## src/rtl/pipe_trace_monitor_if.sv

```systemverilog
// Signal bundle between the pipelined CPU environment and the trace/end-of-run monitor.
// The monitor attaches through the slave modport; the CPU side uses master.
interface pipe_trace_monitor_if #(
    parameter int unsigned TRACE_DEPTH = 16,
    parameter int unsigned CNT_W       = 16
);
    localparam int unsigned CW = $clog2(TRACE_DEPTH) + 1;

    logic              start;
    logic              ret_valid;
    logic [31:0]       ret_pc;
    logic [31:0]       ret_inst;
    logic              ret_we;
    logic [4:0]        ret_rd;
    logic [31:0]       ret_wdata;
    logic              tr_valid;
    logic              tr_ready;
    logic [101:0]      tr_data;
    logic [CW-1:0]     tr_count;
    logic              tr_overflow;
    logic [4:0]        reg_sel;
    logic [31:0]       reg_data;
    logic              dump_valid;
    logic [4:0]        dump_idx;
    logic [31:0]       dump_data;
    logic              busy;
    logic              halted;
    logic              timed_out;
    logic              done;
    logic [CNT_W-1:0]  cycle_cnt;

    modport master (
        output start, ret_valid, ret_pc, ret_inst, ret_we, ret_rd, ret_wdata, tr_ready, reg_data,
        input  tr_valid, tr_data, tr_count, tr_overflow, reg_sel, dump_valid, dump_idx,
               dump_data, busy, halted, timed_out, done, cycle_cnt
    );

    modport slave (
        input  start, ret_valid, ret_pc, ret_inst, ret_we, ret_rd, ret_wdata, tr_ready, reg_data,
        output tr_valid, tr_data, tr_count, tr_overflow, reg_sel, dump_valid, dump_idx,
               dump_data, busy, halted, timed_out, done, cycle_cnt
    );
endinterface

```

## src/rtl/pipe_trace_monitor.sv

```systemverilog
// Retirement trace FIFO plus halt/timeout detection and register-file dump sequencer.
// The interface TRACE_DEPTH/CNT_W must match the module parameters.
module pipe_trace_monitor #(
    parameter int unsigned TRACE_DEPTH = 16,
    parameter logic [31:0] HALT_PC     = 32'h0000_0128,
    parameter int unsigned TIMEOUT     = 1000,
    parameter int unsigned CNT_W       = 16,
    parameter int unsigned NREG        = 32
) (
    input logic                clk,
    input logic                rstn,
    pipe_trace_monitor_if.slave bus
);
    localparam int unsigned AW = $clog2(TRACE_DEPTH);
    localparam int unsigned CW = AW + 1;

    typedef enum logic [1:0] {StIdle, StRun, StDump, StDone} state_e;

    state_e            state_q, state_d;
    logic [1:0]        rst_sync_q;
    logic              rst_int_n;
    logic [101:0]      mem [TRACE_DEPTH];
    logic [AW-1:0]     wr_ptr_q, rd_ptr_q;
    logic [CW-1:0]     count_q;
    logic              overflow_q, halted_q, timed_out_q, done_q, dump_valid_q;
    logic [4:0]        dump_idx_q, ptr_q;
    logic [31:0]       dump_data_q;
    logic [CNT_W-1:0]  cnt_q;

    logic arm, full, pop, in_run, push_req, push, drop, hit_halt, hit_to, last;

    // Reset asserts asynchronously but releases only on a clock edge.
    always_ff @(posedge clk or negedge rstn) begin
        if (!rstn) rst_sync_q <= 2'b00;
        else       rst_sync_q <= {rst_sync_q[0], 1'b1};
    end
    assign rst_int_n = rst_sync_q[1];

    always_comb begin
        arm      = ((state_q == StIdle) || (state_q == StDone)) && bus.start;
        full     = (count_q == CW'(TRACE_DEPTH));
        pop      = (count_q != '0) && bus.tr_ready;
        in_run   = (state_q == StRun);
        push_req = in_run && bus.ret_valid;
        push     = push_req && (!full || pop);
        drop     = push_req && full && !pop;
        hit_halt = push_req && (bus.ret_pc == HALT_PC);
        hit_to   = in_run && (cnt_q == CNT_W'(TIMEOUT - 1)) && !hit_halt;
        last     = (ptr_q == 5'(NREG - 1));
        state_d  = state_q;
        case (state_q)
            StIdle, StDone: if (bus.start) state_d = StRun;
            StRun:          if (hit_halt || hit_to) state_d = StDump;
            StDump:         if (last) state_d = StDone;
            default:        state_d = StIdle;
        endcase
    end

    always_ff @(posedge clk or negedge rst_int_n) begin
        if (!rst_int_n) begin
            state_q      <= StIdle;
            wr_ptr_q     <= '0;
            rd_ptr_q     <= '0;
            count_q      <= '0;
            overflow_q   <= 1'b0;
            halted_q     <= 1'b0;
            timed_out_q  <= 1'b0;
            done_q       <= 1'b0;
            dump_valid_q <= 1'b0;
            dump_idx_q   <= '0;
            dump_data_q  <= '0;
            ptr_q        <= '0;
            cnt_q        <= '0;
        end else begin
            state_q <= state_d;
            if (arm) begin
                wr_ptr_q     <= '0;
                rd_ptr_q     <= '0;
                count_q      <= '0;
                overflow_q   <= 1'b0;
                halted_q     <= 1'b0;
                timed_out_q  <= 1'b0;
                done_q       <= 1'b0;
                dump_valid_q <= 1'b0;
                dump_idx_q   <= '0;
                dump_data_q  <= '0;
                ptr_q        <= '0;
                cnt_q        <= '0;
            end else begin
                if (push) wr_ptr_q <= wr_ptr_q + 1'b1;
                if (pop)  rd_ptr_q <= rd_ptr_q + 1'b1;
                if (push && !pop)      count_q <= count_q + 1'b1;
                else if (pop && !push) count_q <= count_q - 1'b1;
                if (drop)     overflow_q  <= 1'b1;
                if (hit_halt) halted_q    <= 1'b1;
                if (hit_to)   timed_out_q <= 1'b1;
                // The counter freezes on the exit edge so it reports the last RUN cycle.
                if (in_run && (state_d == StRun)) cnt_q <= cnt_q + 1'b1;
                if (state_q == StDump) begin
                    dump_valid_q <= 1'b1;
                    dump_idx_q   <= ptr_q;
                    dump_data_q  <= (ptr_q == '0) ? 32'h0 : bus.reg_data;
                    ptr_q        <= ptr_q + 1'b1;
                end else begin
                    dump_valid_q <= 1'b0;
                end
                if (state_q == StDone) done_q <= 1'b1;
            end
        end
    end

    always_ff @(posedge clk) begin
        if (push) mem[wr_ptr_q] <= {bus.ret_we, bus.ret_rd, bus.ret_pc, bus.ret_inst,
                                    bus.ret_wdata};
    end

    assign bus.tr_valid    = (count_q != '0);
    assign bus.tr_data     = (count_q != '0) ? mem[rd_ptr_q] : '0;
    assign bus.tr_count    = count_q;
    assign bus.tr_overflow = overflow_q;
    assign bus.reg_sel     = (state_q == StDump) ? ptr_q : 5'd0;
    assign bus.dump_valid  = dump_valid_q;
    assign bus.dump_idx    = dump_idx_q;
    assign bus.dump_data   = dump_data_q;
    assign bus.busy        = (state_q == StRun) || (state_q == StDump);
    assign bus.halted      = halted_q;
    assign bus.timed_out   = timed_out_q;
    assign bus.done        = done_q;
    assign bus.cycle_cnt   = cnt_q;
endmodule

```

## src/flat_wrapper.sv

```systemverilog
// flat-port wrapper written by rule: the top's interface ports become plain ports
module pipe_trace_monitor_flat 
#(
    parameter int unsigned TRACE_DEPTH = 16,
    parameter logic [31:0] HALT_PC     = 32'h0000_0128,
    parameter int unsigned TIMEOUT     = 1000,
    parameter int unsigned CNT_W       = 16,
    parameter int unsigned NREG        = 32
)
  (clk, rstn, bus_start, bus_ret_valid, bus_ret_pc, bus_ret_inst, bus_ret_we, bus_ret_rd, bus_ret_wdata, bus_tr_ready, bus_reg_data, bus_tr_valid, bus_tr_data, bus_tr_count, bus_tr_overflow, bus_reg_sel, bus_dump_valid, bus_dump_idx, bus_dump_data, bus_busy, bus_halted, bus_timed_out, bus_done, bus_cycle_cnt);
  pipe_trace_monitor_if #(.TRACE_DEPTH(TRACE_DEPTH), .CNT_W(CNT_W)) bus_i ();
  input logic clk;
  input logic rstn;
  input wire logic [$bits(bus_i.start)-1:0] bus_start;
  input wire logic [$bits(bus_i.ret_valid)-1:0] bus_ret_valid;
  input wire logic [$bits(bus_i.ret_pc)-1:0] bus_ret_pc;
  input wire logic [$bits(bus_i.ret_inst)-1:0] bus_ret_inst;
  input wire logic [$bits(bus_i.ret_we)-1:0] bus_ret_we;
  input wire logic [$bits(bus_i.ret_rd)-1:0] bus_ret_rd;
  input wire logic [$bits(bus_i.ret_wdata)-1:0] bus_ret_wdata;
  input wire logic [$bits(bus_i.tr_ready)-1:0] bus_tr_ready;
  input wire logic [$bits(bus_i.reg_data)-1:0] bus_reg_data;
  output wire logic [$bits(bus_i.tr_valid)-1:0] bus_tr_valid;
  output wire logic [$bits(bus_i.tr_data)-1:0] bus_tr_data;
  output wire logic [$bits(bus_i.tr_count)-1:0] bus_tr_count;
  output wire logic [$bits(bus_i.tr_overflow)-1:0] bus_tr_overflow;
  output wire logic [$bits(bus_i.reg_sel)-1:0] bus_reg_sel;
  output wire logic [$bits(bus_i.dump_valid)-1:0] bus_dump_valid;
  output wire logic [$bits(bus_i.dump_idx)-1:0] bus_dump_idx;
  output wire logic [$bits(bus_i.dump_data)-1:0] bus_dump_data;
  output wire logic [$bits(bus_i.busy)-1:0] bus_busy;
  output wire logic [$bits(bus_i.halted)-1:0] bus_halted;
  output wire logic [$bits(bus_i.timed_out)-1:0] bus_timed_out;
  output wire logic [$bits(bus_i.done)-1:0] bus_done;
  output wire logic [$bits(bus_i.cycle_cnt)-1:0] bus_cycle_cnt;
  assign bus_i.start = bus_start;
  assign bus_i.ret_valid = bus_ret_valid;
  assign bus_i.ret_pc = bus_ret_pc;
  assign bus_i.ret_inst = bus_ret_inst;
  assign bus_i.ret_we = bus_ret_we;
  assign bus_i.ret_rd = bus_ret_rd;
  assign bus_i.ret_wdata = bus_ret_wdata;
  assign bus_i.tr_ready = bus_tr_ready;
  assign bus_i.reg_data = bus_reg_data;
  assign bus_tr_valid = bus_i.tr_valid;
  assign bus_tr_data = bus_i.tr_data;
  assign bus_tr_count = bus_i.tr_count;
  assign bus_tr_overflow = bus_i.tr_overflow;
  assign bus_reg_sel = bus_i.reg_sel;
  assign bus_dump_valid = bus_i.dump_valid;
  assign bus_dump_idx = bus_i.dump_idx;
  assign bus_dump_data = bus_i.dump_data;
  assign bus_busy = bus_i.busy;
  assign bus_halted = bus_i.halted;
  assign bus_timed_out = bus_i.timed_out;
  assign bus_done = bus_i.done;
  assign bus_cycle_cnt = bus_i.cycle_cnt;
  pipe_trace_monitor #(.TRACE_DEPTH(TRACE_DEPTH), .HALT_PC(HALT_PC), .TIMEOUT(TIMEOUT), .CNT_W(CNT_W), .NREG(NREG)) u_core (.clk(clk), .rstn(rstn), .bus(bus_i));
endmodule
```

## config.mk

```make
export PLATFORM = sky130hd
export DESIGN_NAME = pipe_trace_monitor_flat
export DESIGN_NICKNAME = d
export VERILOG_FILES = /design/src/rtl/pipe_trace_monitor_if.sv /design/src/rtl/pipe_trace_monitor.sv /design/src/flat_wrapper.sv
export SDC_FILE = /design/constraint.sdc
export NUM_CORES = 2
export LEC_CHECK = 0
export ABC_AREA = 1
export CORE_MARGIN = 5
export CORE_UTILIZATION = 57
export DETAILED_ROUTE_END_ITERATION = 8
export PLACE_DENSITY = 0.78
export RECOVER_POWER = 100
export SLEW_MARGIN = 20
export SYNTH_ARGS = -nofsm -noshare
export SYNTH_HDL_FRONTEND = slang
export SYNTH_SLANG_ARGS = --single-unit
```

## constraint.sdc

```tcl
create_clock -name clk -period 3.3 [get_ports clk]
set_clock_uncertainty 0.05 [all_clocks]
set_input_delay 0.66 -clock clk [delete_from_list [all_inputs] [get_ports clk]]
set_output_delay 0.66 -clock clk [all_outputs]
set_load 0.01 [all_outputs]
```

==> impl_metrics.py <==
metrics = {
    "run_status": {
        "run_status": "finished, violations left",
        "violations": "design-rule violations, negative setup slack",
    },
    "critical_path": {
        "start_kind": "flop",
        "r2r_setup_slack_ps": -110,
        "crit_path_top_delay_cell": "dfrtp_4",
        "cp_max_fo": 8,
        "crit_path_end_kind": "output pin",
        "critPathMostFrequentCell": "buf_12",
        "critical_path_required_ps": 2590,
        "critPathMaxStageDelay_ps": 550,
        "worst_ep_arrival_time_ps": 3180,
        "cp_cell_sequence": "buf_12 > clkinv_16 > buf_16 > buf_12 > clkbuf_16 > nor2_2 > o221ai_2 > o211ai_1 > a21oi_2 > buf_2",
        "crit_type": "reg2out",
    },
    "timing": {
        "finalWorstSetupSlack_ps": -593,
        "holdWs_ps": 299,
        "post-route-period-util": 1.18,
        "slew_headroom": 0.0235,
        "final-max-slew-violation-count": 0,
        "fmax_ghz": 0.257,
        "grt_setup_unrepaired": "true",
        "tightestPinTransition_ps": 1460,
        "final.min_clock_period_ps": 3890,
        "timing.final.setup_violations": 411,
        "hold_viol": 0,
    },
    "synth": {
        "yosysUniqueCellTypes": 41,
        "postSynth.asyncResetShare": 0.0467,
        "yosysWarnings": 0,
        "ys_dominant_reg_cell": "edfxtp_1",
        "ys_seq_area_frac": 0.758,
        "synth.top_cells.by_area": "edfxtp_1 73%, o21ai_0 6.0%, nor2_1 4.8%",
        "synth_edf_count": 1632,
        "yosysTopAreaCell": "edfxtp_1",
        "ys_seq_elements": 1712,
        "post-synth-top-area-fraction": 0.728,
        "avgSynthCellArea_sq_um": 13.8,
        "synthesized_netlist_net_count": 5029,
        "synth.cell_area_sq_mm": 0.0673,
        "post_synth_inst_count": 4872,
    },
    "clocking": {
        "clkTransAtPathRegs_ps": 60,
        "clockRootBuffer": "clkbuf_16",
        "cts_made_buffers": 166,
        "cts.sink_count": 1712,
        "cts-htree-levels": 4,
        "clk-insertion-delay-late_ps": 790,
        "cts-root-to-sink-buffers": 3,
        "tritoncts_clock_tree": "built",
    },
    "die": {
        "fp.dieW_microns": 354,
        "design.core.area_sq_mm": 0.118,
        "io_pins": 311,
        "start_util": 0.572,
        "die_y_microns": 354,
        "design.die.area_sq_mm": 0.125,
        "rows": 126,
    },
    "pwr": {
        "comb_power_share": 0.479,
        "power_frac_clock": 0.214,
        "fin_total_pwr_uw": 86900,
        "static-leakage-power_uw": 0.0299,
        "power_density_over_the_cells_mw_per_mm2": 987,
        "ir_worst_vdd_uv": 755,
        "intPower_uw": 53300,
        "switching_part_of_the_total_power": 0.387,
        "power_spent_charging_and_discharging_nets_uw": 33700,
        "seq_power_share": 0.307,
    },
    "route": {
        "post_route_wl_microns": 247000,
        "top_layer": "met5",
        "post-route-drc-count": 2,
        "antenna_violating_nets_post_route": 0,
        "route.layer.met1.wl_microns": 75500,
        "wl_met3_microns": 40400,
        "drtPass1Iterations": 9,
        "avgRoutedWirePerCell_microns": 33.9,
        "met2WireLength_microns": 111000,
        "detail_route.vias_per_cell": 7.26,
        "drt-initial-drc-count": 9728,
        "num_vias": 52900,
    },
    "global_routing": {
        "grt_first_pass_wirelength_microns": 320000,
        "antenna_found_initial": 38,
        "number_of_global_route_vias_before_repair": 49800,
        "maximum_number_of_pins_on_one_net_before_global_route_repair": 91,
        "grt_overflow": 0,
        "track_usage": 0.342,
    },
    "run": {
        "cap_viol_max_count": 0,
    },
    "placement": {
        "place.detailed.instances": 6638,
        "port_buffers": 310,
        "place_congestion": 0.847,
        "hpwlAfterDp_microns": 99000,
    },
    "finish": {
        "fraction_of_layout_cells_with_a_size_suffix_above_1": 0.250,
        "area_growth_pct": 30.9,
        "fin_cells": 7276,
        "nets": 5741,
        "post-route-util": 0.749,
    },
    "hold_path": {
        "worst_hold_path_type": "reg2reg",
    },
}
-- synth_stat cells, types with 2 or more instances --
cell and number:
clkbuf_1 211, nand3_2 13, nor2_1 867, xnor2_1 5, edfxtp_1 1632, inv_1 100
dfrtp_1 80, xor2_1 9, nor3_1 10, o22ai_1 126, nor2_2 2, o221ai_1 285
o211ai_1 123, ha_1 17, nand4_1 22, nand3_1 134, nand2_2 4, buf_1 5
nand2_1 71, o21a_1 2, o21ai_1 60, o21ai_0 801, buf_4 32, buf_6 6
a21oi_1 120, buf_2 115, inv_2 6
-- worst max-delay path, delay by kind of cell, from the launching register on --
family / cells / cell delay (ps)
and+or+nand+nor: 1 / 50
buffers and inverters: 6 / 940
DFF: 1 / 550
AOI/OAI and AO/OA: 3 / 840
-- worst paths after layout --
kind,startpoint,endpoint,cells past startpoint
max in group asynchronous,u_core.rst_sync_q[1],u_core.rd_ptr_q[2],1
min,u_core.rst_sync_q[0],u_core.rst_sync_q[1],0
max,u_core.rd_ptr_q[0],bus_tr_data[42],10
min in group asynchronous,u_core.rst_sync_q[1],u_core.bus.dump_data[1],0
min reg2reg,u_core.rst_sync_q[0],u_core.rst_sync_q[1],0
max reg2reg,u_core.state_q[1],u_core.mem[0][34],9
-- metrics by stage --
stage	TNS (ps)	cell area [sq um]	setup WS (ps)
3_5_place_dp	0	74700	43.6
6_report	-41090	88100	-593
5_1_grt	-151120	88100	-614
2_1_floorplan	-1287440	67300	-1050
3_3_place_gp	0	74700	50.8
4_1_cts	-19720	85400	-324
-- power groups by stage --
| stage | clock network [uW] | registers, uW | logic, uW |
|---|---|---|---|
| 6_report | 18600 | 26700 | 41700 |
| 3_3_place_gp | 0 | 26800 | 25000 |
| 3_5_place_dp | 0 | 26800 | 25700 |
| 4_1_cts | 18000 | 26400 | 34700 |
| 2_1_floorplan | 0 | 26800 | 13600 |
| 5_1_grt | 19400 | 26700 | 42400 |
-- metal layers --
metal | global-route usage | vias to the layer above
met5 | 0 | -
met4 | 0.180 | 24
met3 | 0.0996 | 1581
met2 | 0.543 | 6216
met1 | 0.432 | 24900
li1 | - | 20200
-- placed cells by master (no fill, tap or decap), types with 42 or more instances in the layout --
cell type | synthesis | final
nor2_1 | 867 | 758
dlygate4sd3_1 | 0 | 167
inv_1 | 100 | 101
clkbuf_16 | 0 | 213
buf_2 | 115 | 71
buf_4 | 32 | 129
buf_12 | 1 | 158
nand2_1 | 71 | 73
a21oi_2 | 0 | 69
o21ai_2 | 0 | 160
o21ai_1 | 60 | 254
o221ai_1 | 285 | 194
dfrtp_1 | 80 | 76
buf_6 | 6 | 102
nor2_2 | 2 | 83
nand3_1 | 134 | 119
edfxtp_1 | 1632 | 1632
a21oi_1 | 120 | 44
o21ai_0 | 801 | 424
o22ai_1 | 126 | 99
o211ai_1 | 123 | 123
clkdlybuf4s50_1 | 0 | 42
clkbuf_1 | 211 | 75
o221ai_2 | 0 | 90
buf_16 | 0 | 116
-- layout make-up --
type                       instances  area [sq um]
clock inverter                    86           611
timing repair buffer             905         12800
tap                             1536          1920
antenna                           23          57.6
inverter                         108           475
fill                            5896         29500
sequential                      1712         51000
clock buffer                     215          4480
timing repair inverter             9           180
multi-input combinational       2682         16600
-- timing repair --
action,4_1_cts,5_1_grt
setup endpoints to repair,103,108
pin swaps,291,326
endpoints found under the hold margin,2,0
buffers inserted,123,78
cloned,114,45
gates resized for setup,1090,654
hold buffers,1,0
-- sequential cells by signal (all words and copies together), names as in the netlist, 2 cells and up --
name                  count
u_core.mem             1632
u_core.bus.dump_data     32
u_core.bus.cycle_cnt     16
u_core.bus.dump_idx       5
u_core.bus.tr_count       5
u_core.ptr_q              5
u_core.rd_ptr_q           4
u_core.wr_ptr_q           4
u_core.rst_sync_q         2
u_core.state_q            2
-- cells by family after synthesis --
kind of cell / count (synthesis) / share of synthesized area
AO/OA/AOI/OAI: 1519 / 0.136
XOR/XNOR: 14 / 0.00182
adder cells (fa/ha/maj): 18 / 0.00346
buffers and inverters: 478 / 0.0315
flip-flops: 1712 / 0.758
other: 1 / 0.0000557
AND/OR/NAND/NOR: 1130 / 0.0688
Power figures use the tool's default switching activity.
